--- src/rtl/serial_slave_port_p_pkg.sv ---
// Shared types and constants for the serial slave port.
// Latency: n/a (package only).
// Backpressure: n/a (package only).
// Contents: FSM state encoding, command mode encoding, default widths and
//   a helper sizing the shared bit counter.
package serial_slave_port_p_pkg;

  typedef enum logic [2:0] {
    ST_IDLE    = 3'd0,
    ST_RX_ADDR = 3'd1,
    ST_RX_DATA = 3'd2,
    ST_WR_BEAT = 3'd3,
    ST_RD_REQ  = 3'd4,
    ST_RD_WAIT = 3'd5,
    ST_TX      = 3'd6
  } state_e;

  typedef enum logic {
    MODE_RD = 1'b0,
    MODE_WR = 1'b1
  } mode_e;

  localparam int DEF_ADDR_W = 12;
  localparam int DEF_DATA_W = 8;
  localparam int DEF_BLEN_W = 4;

  // One counter serves both address and data phases, so it must reach
  // the larger of the two widths.
  function automatic int cnt_w(input int aw, input int dw);
    return $clog2(((aw > dw) ? aw : dw) + 1);
  endfunction

endpackage

--- src/rtl/serial_slave_port_p_shift_reg.sv ---
// Loadable LSB-first shift register (SIPO or PISO depending on use).
// Latency: parallel load or one shift per clock with shift_en.
// Backpressure: none; holds contents whenever load and shift_en are low.
// Ports: clk, reset (sync, active-low), load/load_val (parallel load, wins
//   over shift), shift_en/ser_in (new bit enters the MSB, contents move
//   toward the LSB), q (current contents).
module serial_slave_port_p_shift_reg
  import serial_slave_port_p_pkg::*;
#(
  parameter int W = DEF_DATA_W
) (
  input  logic         clk,
  input  logic         reset,
  input  logic         load,
  input  logic [W-1:0] load_val,
  input  logic         shift_en,
  input  logic         ser_in,
  output logic [W-1:0] q
);

  logic [W-1:0] sr_q;
  logic [W-1:0] sr_d;

  // After W shifts the first bit received sits in bit 0, so serial data
  // sent LSB first lands in natural bit order.
  always_comb begin
    sr_d = sr_q;
    if (load) begin
      sr_d = load_val;
    end else if (shift_en) begin
      sr_d = {ser_in, sr_q[W-1:1]};
    end
  end

  always_ff @(posedge clk) begin
    if (!reset) begin
      sr_q <= '0;
    end else begin
      sr_q <= sr_d;
    end
  end

  assign q = sr_q;

endmodule

--- src/rtl/serial_slave_port_p.sv ---
// Serial bus slave port: bit-serial address/write data in, memory strobes
//   out, read data serialised back; bursts with address auto-increment.
// Latency: command at cycle 0 -> mem_write at cycle ADDR_W+DATA_W+1 with no stalls.
// Backpressure: master_valid low freezes rx shifting, master_ready low holds
//   the current tx bit, RD_WAIT waits indefinitely for data_ready.
// Ports: clk, reset (sync, active-low); command read_en/write_en/burst_len
//   with master_valid; serial rx_address/rx_data in, tx_data/slave_valid out
//   (master_ready accepts); slave_ready (idle), rx_done/slave_tx_done beat
//   pulses; memory side address/data/mem_write/mem_read, datain/data_ready.
module serial_slave_port_p
  import serial_slave_port_p_pkg::*;
#(
  parameter int ADDR_W = DEF_ADDR_W,
  parameter int DATA_W = DEF_DATA_W,
  parameter int BLEN_W = DEF_BLEN_W
) (
  input  logic              clk,
  input  logic              reset,
  input  logic              read_en,
  input  logic              write_en,
  input  logic [BLEN_W-1:0] burst_len,
  input  logic              master_valid,
  input  logic              master_ready,
  input  logic              rx_address,
  input  logic              rx_data,
  output logic              slave_ready,
  output logic              slave_valid,
  output logic              tx_data,
  output logic              rx_done,
  output logic              slave_tx_done,
  output logic [ADDR_W-1:0] address,
  output logic [DATA_W-1:0] data,
  output logic              mem_write,
  output logic              mem_read,
  input  logic              data_ready,
  input  logic [DATA_W-1:0] datain
);

  localparam int CNT_W = cnt_w(ADDR_W, DATA_W);
  localparam logic [CNT_W-1:0] LAST_A = CNT_W'(ADDR_W - 1);
  localparam logic [CNT_W-1:0] LAST_D = CNT_W'(DATA_W - 1);

  state_e              state_q, state_d;
  mode_e               mode_q, mode_d;
  logic [CNT_W-1:0]    cnt_q, cnt_d;
  logic [BLEN_W-1:0]   beat_q, beat_d;
  logic                addr_vld_q, addr_vld_d;
  logic [DATA_W-1:0]   data_q, data_d;
  logic                tx_done_q, tx_done_d;

  logic                addr_shift, addr_load;
  logic                wd_shift;
  logic                rd_load, rd_shift;
  logic [ADDR_W-1:0]   addr_word;
  logic [DATA_W-1:0]   wd_word;
  logic [DATA_W-1:0]   rd_word;

  // The address shifter doubles as the beat address register: it is
  // reloaded with address+1 between beats, wrapping naturally at 2^ADDR_W.
  serial_slave_port_p_shift_reg #(.W(ADDR_W)) u_addr_sr (
    .clk      (clk),
    .reset    (reset),
    .load     (addr_load),
    .load_val (addr_word + 1'b1),
    .shift_en (addr_shift),
    .ser_in   (rx_address),
    .q        (addr_word)
  );

  serial_slave_port_p_shift_reg #(.W(DATA_W)) u_wdata_sr (
    .clk      (clk),
    .reset    (reset),
    .load     (1'b0),
    .load_val ('0),
    .shift_en (wd_shift),
    .ser_in   (rx_data),
    .q        (wd_word)
  );

  serial_slave_port_p_shift_reg #(.W(DATA_W)) u_rdata_sr (
    .clk      (clk),
    .reset    (reset),
    .load     (rd_load),
    .load_val (datain),
    .shift_en (rd_shift),
    .ser_in   (1'b0),
    .q        (rd_word)
  );

  // Only the LSB of the read shifter is ever presented on the wire.
  logic unused_rd_bits;
  assign unused_rd_bits = ^rd_word[DATA_W-1:1];

  always_comb begin
    state_d     = state_q;
    mode_d      = mode_q;
    cnt_d       = cnt_q;
    beat_d      = beat_q;
    addr_vld_d  = addr_vld_q;
    data_d      = data_q;
    tx_done_d   = 1'b0;
    addr_shift  = 1'b0;
    addr_load   = 1'b0;
    wd_shift    = 1'b0;
    rd_load     = 1'b0;
    rd_shift    = 1'b0;
    slave_ready = 1'b0;
    slave_valid = 1'b0;
    mem_write   = 1'b0;
    mem_read    = 1'b0;
    rx_done     = 1'b0;

    case (state_q)
      ST_IDLE: begin
        slave_ready = 1'b1;
        // Exactly one enable must be set; both or neither is not a command.
        if (master_valid && (read_en ^ write_en)) begin
          mode_d     = write_en ? MODE_WR : MODE_RD;
          beat_d     = burst_len;
          cnt_d      = '0;
          addr_vld_d = 1'b0;
          state_d    = ST_RX_ADDR;
        end
      end

      ST_RX_ADDR: begin
        if (master_valid) begin
          addr_shift = 1'b1;
          if (cnt_q == LAST_A) begin
            cnt_d      = '0;
            addr_vld_d = 1'b1;
            state_d    = (mode_q == MODE_WR) ? ST_RX_DATA : ST_RD_REQ;
          end else begin
            cnt_d = cnt_q + 1'b1;
          end
        end
      end

      ST_RX_DATA: begin
        if (master_valid) begin
          wd_shift = 1'b1;
          if (cnt_q == LAST_D) begin
            cnt_d   = '0;
            state_d = ST_WR_BEAT;
          end else begin
            cnt_d = cnt_q + 1'b1;
          end
        end
      end

      ST_WR_BEAT: begin
        mem_write = 1'b1;
        rx_done   = 1'b1;
        data_d    = wd_word;
        if (beat_q != '0) begin
          beat_d    = beat_q - 1'b1;
          addr_load = 1'b1;
          state_d   = ST_RX_DATA;
        end else begin
          state_d = ST_IDLE;
        end
      end

      ST_RD_REQ: begin
        mem_read = 1'b1;
        state_d  = ST_RD_WAIT;
      end

      ST_RD_WAIT: begin
        if (data_ready) begin
          rd_load = 1'b1;
          cnt_d   = '0;
          state_d = ST_TX;
        end
      end

      ST_TX: begin
        slave_valid = 1'b1;
        if (master_ready) begin
          rd_shift = 1'b1;
          if (cnt_q == LAST_D) begin
            cnt_d     = '0;
            tx_done_d = 1'b1;
            if (beat_q != '0) begin
              beat_d    = beat_q - 1'b1;
              addr_load = 1'b1;
              state_d   = ST_RD_REQ;
            end else begin
              state_d = ST_IDLE;
            end
          end else begin
            cnt_d = cnt_q + 1'b1;
          end
        end
      end

      default: begin
        state_d = ST_IDLE;
      end
    endcase
  end

  always_ff @(posedge clk) begin
    if (!reset) begin
      state_q    <= ST_IDLE;
      mode_q     <= MODE_RD;
      cnt_q      <= '0;
      beat_q     <= '0;
      addr_vld_q <= 1'b0;
      data_q     <= '0;
      tx_done_q  <= 1'b0;
    end else begin
      state_q    <= state_d;
      mode_q     <= mode_d;
      cnt_q      <= cnt_d;
      beat_q     <= beat_d;
      addr_vld_q <= addr_vld_d;
      data_q     <= data_d;
      tx_done_q  <= tx_done_d;
    end
  end

  // Address reads as zero while a new one is being shifted in.
  assign address       = addr_vld_q ? addr_word : '0;
  // The assembled word is shown in the strobe cycle itself, then held.
  assign data          = (state_q == ST_WR_BEAT) ? wd_word : data_q;
  assign tx_data       = (state_q == ST_TX) & rd_word[0];
  assign slave_tx_done = tx_done_q;

endmodule

--- config.mk ---
export PLATFORM = sky130hd
export DESIGN_NAME = serial_slave_port_p
export DESIGN_NICKNAME = d
export VERILOG_FILES = /design/src/rtl/serial_slave_port_p_pkg.sv /design/src/rtl/serial_slave_port_p_shift_reg.sv /design/src/rtl/serial_slave_port_p.sv
export SDC_FILE = /design/constraint.sdc
export NUM_CORES = 1
export LEC_CHECK = 0
export ABC_AREA = 1
export CORE_ASPECT_RATIO = 1.75
export CORE_MARGIN = 2
export CORE_UTILIZATION = 58
export CTS_CLUSTER_DIAMETER = 80
export DETAILED_ROUTE_END_ITERATION = 7
export GPL_TIMING_DRIVEN = 0
export PLACE_DENSITY = 0.86
export RECOVER_POWER = 100
export SLEW_MARGIN = 20
export SYNTH_ARGS = -nofsm -noshare
export SYNTH_HDL_FRONTEND = slang
export SYNTH_SLANG_ARGS = --single-unit
--- constraint.sdc ---
create_clock -name clk -period 4.35 [get_ports clk]
set_input_delay 0.435 -clock clk [delete_from_list [all_inputs] [get_ports clk]]
set_output_delay 0.435 -clock clk [all_outputs]
set_load 0.005 [all_outputs]
# Word-level counts from Yosys, hierarchy flattened
# Index checks and enable logic that the tools add are counted.
# totals
register_bits	50
output_inout_bits	27
wordCells	97
# op_classes
n_addsub	3
eq_ne	16
mux	52
n_bitwise	2
n_reduce_logical	14
# op_table
operator	n
$mux W4	11
$mux W12	3
$mux W3	10
$mux W8	3
$pmux W3 S7	1
$pmux W4 S5	1
$mux W1	19
$ne A2 B2 Y1 const B	8
$add A12 B1 Y12 const B	1
$pmux W4 S3	1
$eq A3 B3 Y1 const B	3
$reduce_and A4 Y1	2
$reduce_and A8 Y1	1
$eq A3 B2 Y1 const B	2
$reduce_and A6 Y1	1
$reduce_bool A2 Y1	3
$reduce_bool A5 Y1	1
$add A4 B1 Y4 const B	1
$eq A4 B3 Y1 const B	1
$eq A4 B4 Y1 const B	1
$pmux W1 S2	2
$reduce_bool A4 Y1	1
$sub A4 B1 Y4 const B	1
$eq A3 B1 Y1 const B	1
other kinds (8)	8

# Longest topological paths before layout
# Gate-level depths: netlist (run 1).
# depth
word_depth	6
ltp_mapped	11
ltp_nobuf	11

# Cells and area by module
# A second synthesis (run 1) with hierarchy kept.
# hier_totals
cells_unflattened	513
area_unflattened_um2	3190.6
# by_module_without_submodules
mod	instances	cells_per_inst	area_per_inst_um2	seq_area_each_um2
serial_slave_port_p	1	281	1737.9	440.4
serial_slave_port_p_shift_reg (u_rdata_sr ...)	2	66	419.2	160.2
serial_slave_port_p_shift_reg (u_addr_sr)	1	100	614.3	240.2

# Worst setup path after synthesis (run 1)
# No wires, ideal clock.
# synth_timing
path_kind	register to output
start	register state_q[0]
end	output data[6]
arrival_time_ns	1.091
required_time_ns	3.915
slack_ns	2.824
path_stages_with_launch	8
path_buffers	2
cell_sequence	dfxtp_1 buf_4 nand2_2 nor2_4 buf_2 nand2_1 o21ai_0 inv_1
# synth_between
elab_chain_len	2
# synth_rtl
item	line	source
start, declared	serial_slave_port_p.sv:43	state_e state_q, state_d;
start signal, assigned	serial_slave_port_p.sv:213	state_q <= state_d;
$eq A3 B2 Y1	serial_slave_port_p.sv:226	assign data = (state_q == ST_WR_BEAT) ? wd_word : data_q;
$mux W8	n/a	
end, declared	serial_slave_port_p.sv:32	output logic [DATA_W-1:0] data,
# Every way passes these cells.

# Final worst setup path (run 1)
# layout_timing
start	register state_q[0]
end	output data[7]
# The elaborated chain is that of the path after synthesis.

==> summary.txt, run 1 <==
Run status
  • Outcome: completed

Clocking
  • Root Buffer: clkbuf_8
  • CTS buffer count: 5
  • CTS clk-pin slew, worst paths: 100 ps
  • Sinks on Clock Net: 50
  • H-tree depth: 2
  • CTS tree: built
  • Post_cts resized: 0
  • CTS Buffer Depth: 2
  • Clock latency on the worst-skew pair: 310 ps
  • Post-CTS setup buffer count: 0
  • Hold buffers post-CTS: 0

Floorplan
  • Die Y: 98.2 um
  • Ports: 48
  • Die Wd: 57.8 um
  • Core ar.: 4930 um^2
  • Die ar.: 5680 um^2
  • Initial Util: 59.6%
  • Row count: 34

Worst setup path
  • WP data required: 3910 ps
  • Most frequent CP cell: clkbuf_1
  • Type of the worst setup path: flip-flop to output pin
  • Cells along the critical path: clkbuf_1 -> nand2_2 -> nor2_1 -> clkbuf_1 -> o21ai_0 -> inv_1 -> dlygate4sd3_1
  • Critical Path End Type: output pin
  • Worst EP arrival: 2740 ps
  • Worst Path Max Fanout: 11
  • CP Launch Type: flip-flop
  • Slowest cell on crit path: dlygate4sd3_1
  • CP max stage delay: 560 ps
  • Cell count of the worst reg-to-reg path: 9

Logic synthesis
  • Post-Syn Instances: 462
  • Syn Area/Cell: 6.36 um^2
  • Post-synth EDFFs: 0
  • Synth area leaders: dfxtp_1, nand2_1, inv_1, a21oi_1, nand3_1
  • Ys async rst share: 0%
  • Post-synth top area share: 34.1%
  • Synthesized netlist net count: 486
  • Register area share after synthesis: 34.1%
  • Synth warn: 0
  • Post-synthesis register bit count: 50
  • Unique cell type count in the Yosys netlist: 34
  • Main synth FF type: dfxtp_1
  • Top cell type by total area after synthesis: dfxtp_1
  • Mapped Area: 2940 um^2

Power and ir drop
  • Clock power share: 22.7%
  • Sw frac: 38.8%
  • Sw Pwr: 0.000594 W
  • Pint: 0.000937 W
  • Static leakage: 1.75 nW
  • Share of power burned in combinational logic: 39.2%
  • Pwr Density: 437 nW/um^2
  • Peak VDD IR: 361 uV
  • Sequential power share: 38.1%

Placed design
  • DPL Wire Length: 5170 um
  • Placed insts: 563
  • Routability Congestion: 0.921
  • IO Port Bufs: 47

STA
  • Slew @ Worst Pin: 1040 ps
  • Final Hold Fails: 0
  • Unrepaired setup endpoints after global routing: no
  • Rel. slew slack: 30.3%
  • F_max: 315 MHz
  • Skew final: 4.29 ps
  • Post-route clock period utilization: 72.9%
  • Setup TNS Final: 0 ps
  • Count of final setup violators: 0
  • Slew Viols, Final: 0
  • Minimum clock period: 3170 ps

Global routing
  • Initial antenna violation count: 0
  • Pin count of the biggest net entering global routing: 18
  • Vias in the first global route: 2789
  • Global-route wire length before repair: 11800 um
  • Gr ovfl total: 0
  • GRT Overall Usage: 25.9%

Drt
  • Routed WL per cell: 11.9 um
  • Final ANT Viol Nets: 0
  • Total Wirelength: 6780 um
  • DR iter-0 viols: 139
  • Vias/cell: 5.22
  • Residual DRC: 0
  • Drt pass-1 iters: 4
  • Routed via count: 2979

Final layout
  • Layout cell share with drive strength beyond 1: 6.00%
  • Filler Cell Count: 443
  • Area delta synth->final: 19.4%
  • Cell Count, Final, Fillers Out: 571
  • Fin nets: 540
  • Diode count: 0

Run
  • Max Cap Violations: 0

Worst hold path
  • Hold Path Class: flip-flop to flip-flop
  • Worst Hold Depth: 2
==> cells in the final DEF (no fill, tap or decap), drive strengths merged <==
| master | instances |
|---|---|
| nor3 | 1 |
| dlygate4sd3 | 25 |
| dfxtp | 50 |
| a21oi | 35 |
| a21boi | 3 |
| nor2 | 42 |
| clkbuf | 15 |
| o211ai | 1 |
| o21ai | 29 |
| bufinv | 1 |
| xnor2 | 3 |
| clkdlybuf4s50 | 22 |
| o21bai | 4 |
| clkinv | 1 |
| a31oi | 3 |
| inv | 71 |
| nand3 | 30 |
| or2 | 2 |
| xor2 | 4 |
| ha | 3 |
| buf | 4 |
| nand4 | 6 |
| nand2 | 162 |
==> metrics by stage <==
stage	utilization [%]	power, W	setup slack, ps	area [um^2]	hold WS, ps
after global routing	71.1	0.00165	950	3510	489
after floorplan	-	0.00104	2820	2940	440
after CTS	72.8	0.00158	1810	3590	474
after global placement	70.5	0.00121	2200	3480	450
after detailed placement	70.5	0.00124	2160	3480	459
final	71.1	0.00153	1180	3510	471
==> cell usage after synthesis, types with 4 or more instances <==
master    count
dfxtp_1      50
inv_1        64
a21oi_1      33
nand2_1     154
clkbuf_1      5
o21ai_0      27
xor2_1        4
nand2_2       6
nand4_1       5
inv_2         4
nand3_1      30
nor2_4        6
nor2_2        5
buf_4         4
o21bai_1      4
nor2_1       31
buf_2         4
==> sequential cells by signal, indices dropped and copies added (netlist names) <==
signal,count
u_wdata_sr.q,8
cnt_q,4
data_q,8
slave_tx_done,1
mode_q,1
beat_q,4
state_q,3
u_rdata_sr.q,8
addr_vld_q,1
u_addr_sr.q,12
==> kinds of logic after synthesis <==
group	after synthesis	synth area share, %
flops	50	34.1
fa+ha+maj	3	1.28
xor+xnor	7	2.09
simple gates	243	36.2
buf+inv	84	11.9
compound gates	75	14.5
==> worst max-delay path, delay by kind of cell, from the launching register on <==
family / cells / cell delay (ps)
AOI/OAI and AO/OA: 1 / 210
buffers and inverters: 4 / 1340
DFF: 1 / 320
and+or+nand+nor: 2 / 540
==> area by class of cell <==
class / instances / area, um^2 / share of cell area (%)
plain buffers: 14 / 66.3 / 1.89
clock inverters: 3 / 47.5 / 1.36
repair buffers: 47 / 470 / 13.4
well taps: 54 / 67.6 / 1.93
flip-flops and latches: 50 / 1000 / 28.5
multi-input cells: 328 / 1520 / 43.4
inverters: 70 / 265 / 7.56
clock buffers: 5 / 68.8 / 1.96
==> per-layer routing <==
| metal | vias to the layer above | part of all wire [%] | GRT usage [%] |
|---|---|---|---|
| met5 | - | 0 | 0 |
| met1 | 1355 | 40 | 27.8 |
| li1 | 1544 | - | - |
| met3 | 15 | 3.1 | 4.11 |
| met4 | 0 | 2.4 | 11.1 |
| met2 | 65 | 54 | 48.1 |
==> power by group through the flow <==
stage               logic [W]  registers [W]  clock network, W
floorplan            0.000464       0.000580                 0
global placement     0.000625       0.000590                 0
global route         0.000691       0.000591          0.000369
detailed placement   0.000644       0.000593                 0
finish               0.000601       0.000583          0.000348
CTS                  0.000648       0.000583          0.000349
==> final timing paths <==
| path | endpoint | slack (ps) | start |
|---|---|---|---|
| min | beat_q[1] | 470 | beat_q[1] |
| max | data[7] | 1180 | state_q[0] |
| min reg2reg | beat_q[1] | 470 | beat_q[1] |
| max reg2reg | u_addr_sr.q[10] | 1760 | state_q[0] |
No activity file was read; power rests on OpenSTA's default activity.
==> run 2, diff against run 1 <==
- CORE_UTILIZATION: 58 -> 48
- PLACE_DENSITY: 0.86 -> 0.76
- clock period: 4.35 -> 2.6 ns (I/O delays scaled with it)
==> run 2 against run 1 <==
Die area increased by 20%. Final cell count is 4.2% higher. Combinational power increased by 68%. Critical path depth decreased by 1. Non-clock buffer count is the same. Global-route usage fell by 4.1 points. Sequential power grew 67%. Sequential share of layout area decreased by 0.15 points. Core utilization fell by 11 points. Highest routed layer unchanged.
==> summary.txt, run 2 (synthesis gave the netlist of run 1 again) <==
Run status
  • Outcome: completed

Global routing
  • Gr ovfl total: 0 (unchanged)
  • Vias in the first global route: 2770 (-0.68%)
  • Initial antenna violation count: 0 (unchanged)
  • Pin count of the biggest net entering global routing: 18 (unchanged)
  • GRT Overall Usage: 21.8% (-4.1 points)
  • Global-route wire length before repair: 12000 um (+1.2%)

Clocking
  • Sinks on Clock Net: 50 (unchanged)
  • Root Buffer: clkbuf_8
  • Hold buffers post-CTS: 0 (unchanged)
  • CTS tree: built
  • H-tree depth: 2 (unchanged)
  • Post-CTS setup buffer count: 0 (unchanged)
  • CTS clk-pin slew, worst paths: 90 ps (about the same)
  • CTS buffer count: 5 (unchanged)
  • Clock latency on the worst-skew pair: 310 ps (about the same)
  • CTS Buffer Depth: 2 (unchanged)
  • Post_cts resized: 0 (unchanged)

Worst hold path
  • Hold Startpoint: u_wdata_sr.q[2]
  • Worst Hold Depth: 2 (unchanged)
  • Hold Path Class: flip-flop to flip-flop

Floorplan
  • Core ar.: 5880 um^2 (+19%)
  • Die Wd: 63.2 um (+9.2%)
  • Ports: 48 (unchanged)
  • Die ar.: 6790 um^2 (+20%)
  • Die Y: 108 um (+9.5%)
  • Row count: 37 (+8.8%)
  • Initial Util: 50.0% (-9.6 points)

Final layout
  • Max reg flops: 12 (unchanged)
  • Fin nets: 540 (unchanged)
  • Cell Count, Final, Fillers Out: 595 (+4.2%)
  • Commonest non-fill, non-tap cells in the layout: nand2_1, inv_1, dfxtp_1
  • Diode count: 0 (unchanged)
  • Most common cell after layout, fill and taps aside: nand2_1
  • Layout cell share with drive strength beyond 1: 6.19% (+0.19 points)
  • Filler Cell Count: 615 (+39%)
  • Area delta synth->final: 20.0%

Drt
  • Final ANT Viol Nets: 0 (unchanged)
  • Vias/cell: 4.92 (-5.7%)
  • Residual DRC: 0 (unchanged)
  • Routed via count: 2928 (-1.7%)
  • Drt pass-1 iters: 4 (unchanged)
  • DR iter-0 viols: 181 (+30%)
  • Total Wirelength: 6860 um (+1.2%)
  • Routed WL per cell: 11.5 um (-2.9%)

Placed design
  • Placed insts: 587 (+4.3%)
  • Routability Congestion: 0.907 (-1.6%)
  • IO Port Bufs: 47 (unchanged)
  • Dpl ws: 637 ps (-1520 ps)
  • DPL Wire Length: 5410 um (+4.6%)

STA
  • Slew @ Worst Pin: 729 ps (-307 ps)
  • Minimum clock period: 2360 ps
  • Setup TNS Final: 0 ps (unchanged)
  • Setup ws final: 245 ps (-934 ps)
  • F_max: 425 MHz
  • Slew Viols, Final: 0 (unchanged)
  • Final Hold Fails: 0 (unchanged)
  • Unrepaired setup endpoints after global routing: no
  • Post-route clock period utilization: 90.6%
  • Count of final setup violators: 0 (unchanged)
  • Skew final: 6.22 ps (+1.93 ps)
  • Rel. slew slack: 51.2% (+21 points)

Run
  • Max Cap Violations: 0 (unchanged)

Power and ir drop
  • Pwr Density: 694 nW/um^2 (+59%)
  • Static leakage: 1.75 nW (+0.23%)
  • Peak VDD IR: 554 uV (+54%)

Worst setup path
  • Worst Setup SP: state_q[1]
  • Cell count of the worst reg-to-reg path: 8 (-1)
  • CP Launch Type: flip-flop
  • Critical Path End Type: output pin
  • Worst EP arrival: 2100 ps (-640 ps)
  • Type of the worst setup path: flip-flop to output pin
  • Reg-to-Reg Start: cnt_q[0]
  • Worst Path Max Fanout: 11 (unchanged)
  • WP data required: 2340 ps (-1570 ps)
run 2: changes by cell type in the layout (fill, tap and decap cells not counted), sizes merged:
cell,before,now
clkbuf,15,13
inv,71,70
clkinv,1,2
bufinv,1,0
clkinvlp,0,1
buf,4,6
run 2: power breakdown:
group / total [W] / switching, W / internal, W / leakage, nW
clock network: 0.000470 / 0.000276 / 0.000195 / 0.0447
logic: 0.00101 / 0.000617 / 0.000388 / 1.30
registers: 0.000972 / 0.0000840 / 0.000888 / 0.406
total: 0.00245 / 0.000977 / 0.00147 / 1.75
run 2: cell type report:
type	count	area (um^2)	area share, %
Timing Repair Buffer	47	470	13.3
Clock inverter	3	25.0	0.709
Sequential cell	50	1000	28.4
Inverter	70	265	7.52
Clock buffer	5	68.8	1.95
Multi-Input combinational cell	328	1520	43.1
Tap cell	78	97.6	2.77
Buffer	14	78.8	2.23
run 2: per-stage QoR:
stage / hold WS (ps) / instance area [um^2] / utilization [%] / power (W)
finish: 470 / 3530 / 60.0 / 0.00245
CTS: 475 / 3600 / 61.2 / 0.00255
global route: 494 / 3530 / 60.0 / 0.00265
global placement: 453 / 3510 / 59.7 / 0.00204
floorplan: 387 / 2940 / - / 0.00175
detailed placement: 460 / 3510 / 59.7 / 0.00207
run 2: path summary, 6_finish.rpt:
path | slack, ps | endpoint
worst min-delay path | 470 | u_wdata_sr.q[1]
worst max register to register | 480 | u_addr_sr.q[7]
worst max-delay path | 240 | data[0]
worst min register to register | 470 | u_wdata_sr.q[1]
run 2: critical path, stage by stage (launching register included):
cell	delay (ps)
dfxtp_1	440
nand2_1	140
nor2_4	190
buf_2	240
o21ai_0	140
inv_1	80
dlygate4sd3_1	560
run 2: routing by layer:
layer	global-route usage (%)	part of all wire [%]
met3	2.82	3.6
met5	0	0
met4	9.52	2.2
met2	42.4	55
met1	22.7	39
==> run 3, diff against run 2 <==
- CORE_UTILIZATION: 48 -> 49
- SYNTH_HIERARCHICAL: unset -> 1
==> run 3 against run 2 <==
Sequential share of layout area shrank 2.2 points. Non-clock buffer count rose by 1. Total power up 8.3%. Global-route usage shrank 0.63 points. Critical endpoint unchanged. Largest cell class unchanged. Highest routed layer unchanged.
==> summary.txt, run 3 <==
Drt
  • Drt pass-1 iters: 4 (unchanged)
  • DR iter-0 viols: 217 (+20%)
  • Total Wirelength: 7160 um (+4.4%)
  • Residual DRC: 0 (unchanged)
  • Final ANT Viol Nets: 0 (unchanged)
  • Routed via count: 3151 (+7.6%)
  • Routed WL per cell: 10.9 um (-5.4%)
  • Vias/cell: 4.80 (-2.5%)

STA
  • Unrepaired setup endpoints after global routing: no
  • Rel. slew slack: 51.5% (+0.31 points)
  • Setup TNS Final: 0 ps (unchanged)
  • Skew final: 13.0 ps (+6.80 ps)
  • Slew @ Worst Pin: 721 ps (-8.18 ps)
  • F_max: 417 MHz (-1.8%)
  • Slew Viols, Final: 0 (unchanged)
  • Count of final setup violators: 0 (unchanged)
  • Post-route clock period utilization: 92.2% (+1.6 points)
  • Final Hold Fails: 0 (unchanged)
  • Hold WS: 473 ps (+3.29 ps)
  • Minimum clock period: 2400 ps (+42.4 ps)

Worst setup path
  • Slowest cell on crit path: dlygate4sd3_1
  • Worst EP arrival: 2140 ps (+40 ps)
  • Critical Path End Type: output pin
  • CP Launch Type: flip-flop
  • WP data required: 2340 ps (about the same)
  • CP max stage delay: 580 ps (+20 ps)
  • Type of the worst setup path: flip-flop to output pin
  • Worst Path Max Fanout: 10 (-1)
  • Cells along the critical path: inv_2 -> nand3_4 -> or2_2 -> o21ai_0 -> inv_1 -> dlygate4sd3_1

Run
  • Max Cap Violations: 0 (unchanged)

Global routing
  • Global-route wire length before repair: 12400 um (+4.0%)
  • Vias in the first global route: 2985 (+7.8%)
  • Pin count of the biggest net entering global routing: 18 (unchanged)
  • Initial antenna violation count: 0 (unchanged)
  • Gr ovfl total: 0 (unchanged)
  • GRT Overall Usage: 21.2% (-0.63 points)

Clocking
  • CTS Buffer Depth: 2 (unchanged)
  • Root Buffer: clkbuf_8
  • H-tree depth: 2 (unchanged)
  • Post-CTS setup buffer count: 0 (unchanged)
  • Clock latency on the worst-skew pair: 320 ps (about the same)
  • CTS tree: built
  • CTS clk-pin slew, worst paths: 100 ps (about the same)
  • Hold buffers post-CTS: 0 (unchanged)
  • CTS buffer count: 5 (unchanged)
  • Post_cts resized: 0 (unchanged)
  • Sinks on Clock Net: 50 (unchanged)

Floorplan
  • Die Y: 111 um (+3.0%)
  • Ports: 48 (unchanged)
  • Die Wd: 65 um (+2.9%)
  • Initial Util: 51.2% (+1.2 points)
  • Row count: 38 (+2.7%)
  • Die ar.: 7200 um^2 (+6.0%)
  • Core ar.: 6230 um^2 (+5.9%)

Placed design
  • DPL Wire Length: 5390 um (-0.32%)
  • IO Port Bufs: 47 (unchanged)
  • Routability Congestion: 0.915 (+0.92%)

Run status
  • Outcome: completed

Final layout
  • Commonest non-fill, non-tap cells in the layout: nand2_1, inv_1, nor2_1
  • Most common cell after layout, fill and taps aside: nand2_1
  • Filler Cell Count: 604 (-1.8%)
  • Area delta synth->final: 19.7%
  • Fin nets: 600 (+11%)
  • Max reg flops: 12 (unchanged)
  • Layout cell share with drive strength beyond 1: 8.32% (+2.1 points)
  • Diode count: 0 (unchanged)

Logic synthesis
  • Top cell type by total area after synthesis: dfxtp_1
  • Main synth FF type: dfxtp_1
  • Post-synthesis register bit count: 50 (unchanged)
  • Post-Syn Instances: 513 (+11%)
  • Post-synth top area share: 31.4% (-2.7 points)
  • Mapped Area: 3190 um^2 (+8.6%)
  • Synth area leaders: dfxtp_1, nand2_1, inv_1, nor2_1, nand3_1
  • Register area share after synthesis: 31.4% (-2.7 points)
  • Unique cell type count in the Yosys netlist: 34 (unchanged)
  • Most numerous cell in the Yosys netlist: nand2_1
  • Synth warn: 6 (+6)
  • Synth cell count leaders: nand2_1, inv_1, dfxtp_1, nor2_1, nand3_1
  • Post-synth EDFFs: 0 (unchanged)
  • Ys async rst share: 0% (unchanged)
  • Syn Area/Cell: 6.22 um^2 (-2.2%)

Power and ir drop
  • Pwr Density: 694 nW/um^2 (about the same)
  • Static leakage: 1.98 nW (+13%)
  • Peak VDD IR: 503 uV (-9.2%)
  • Total power: 0.00265 W (+8.3%)

Worst hold path
  • Hold Path Class: flip-flop to flip-flop
-- run 3: cell count changes in the layout (fill, tap and decap cells not counted), moves of 8 or more --
cell     previous run  this run
o21ai_0            27        12
conb_1              0        10
nor2_1             40        56
a21oi_1            33        25
inv_1              65        79
nand2_1           158       187
-- run 3: kinds of logic (layout without fill, tap and decap cells) --
logic type               count (synthesis)  after routing  synth area share, %
flip-flops                              50             50                 31.4
other                                    1             10                0.118
XOR/XNOR                                11             11                 3.02
AND/OR/NAND/NOR                        308            308                 43.4
AO/OA/AOI/OAI                           42             42                 7.33
buffers and inverters                   98            153                 13.6
adder cells (fa/ha/maj)                  3              3                 1.18
-- run 3: where the power goes --
part           internal, W  switching [W]
registers         0.000884      0.0000980
logic             0.000433       0.000662
clock network     0.000292       0.000284
total              0.00161        0.00104
-- run 3: layer usage --
| layer | share of wire (%) | routed length, um | track usage [%] |
|---|---|---|---|
| met4 | 2.2 | 159 | 9.79 |
| met2 | 53 | 3780 | 39.0 |
| met3 | 2.8 | 202 | 3.45 |
| met5 | 0 | 0 | 0 |
| met1 | 42 | 3020 | 22.6 |
-- run 3: path summary, 6_finish.rpt --
path / end / cells after the start / startpoint / slack [ps]
worst max register to register: u_addr_sr/q[3] / 8 / state_q[2] / 290
worst max-delay path: data[0] / 6 / state_q[2] / 200
worst min register to register: u_rdata_sr/q[4] / 2 / u_rdata_sr/q[4] / 470
worst min-delay path: u_rdata_sr/q[4] / 2 / u_rdata_sr/q[4] / 470
-- run 3: cell type report --
class,count,area (um^2),area share (%)
multi-input cells,374,1710,44.7
flip-flops and latches,50,1000,26.2
repair buffers,47,470,12.3
inverters,83,312,8.16
plain buffers,15,111,2.92
well taps,80,100,2.62
clock buffers,5,68.8,1.80
clock inverters,3,47.5,1.24
-- run 3: per-stage QoR --
stage | setup WS [ps] | utilization [%] | std cells | area [um^2]
CTS | 285 | 62.8 | 657 | 3910
detailed placement | 365 | 60.9 | 649 | 3790
finish | 202 | 61.3 | 657 | 3820
global placement | 406 | 60.9 | 649 | 3790
global route | 63.7 | 61.3 | 657 | 3820
floorplan | 720 | - | 522 | 3220
-- run 3: worst max-delay path, delay by kind of cell, from the launching register on --
family	cells	cell delay, ps
DFF	1	410
AOI/OAI and AO/OA	1	110
buffers and inverters	3	840
and+or+nand+nor	2	450
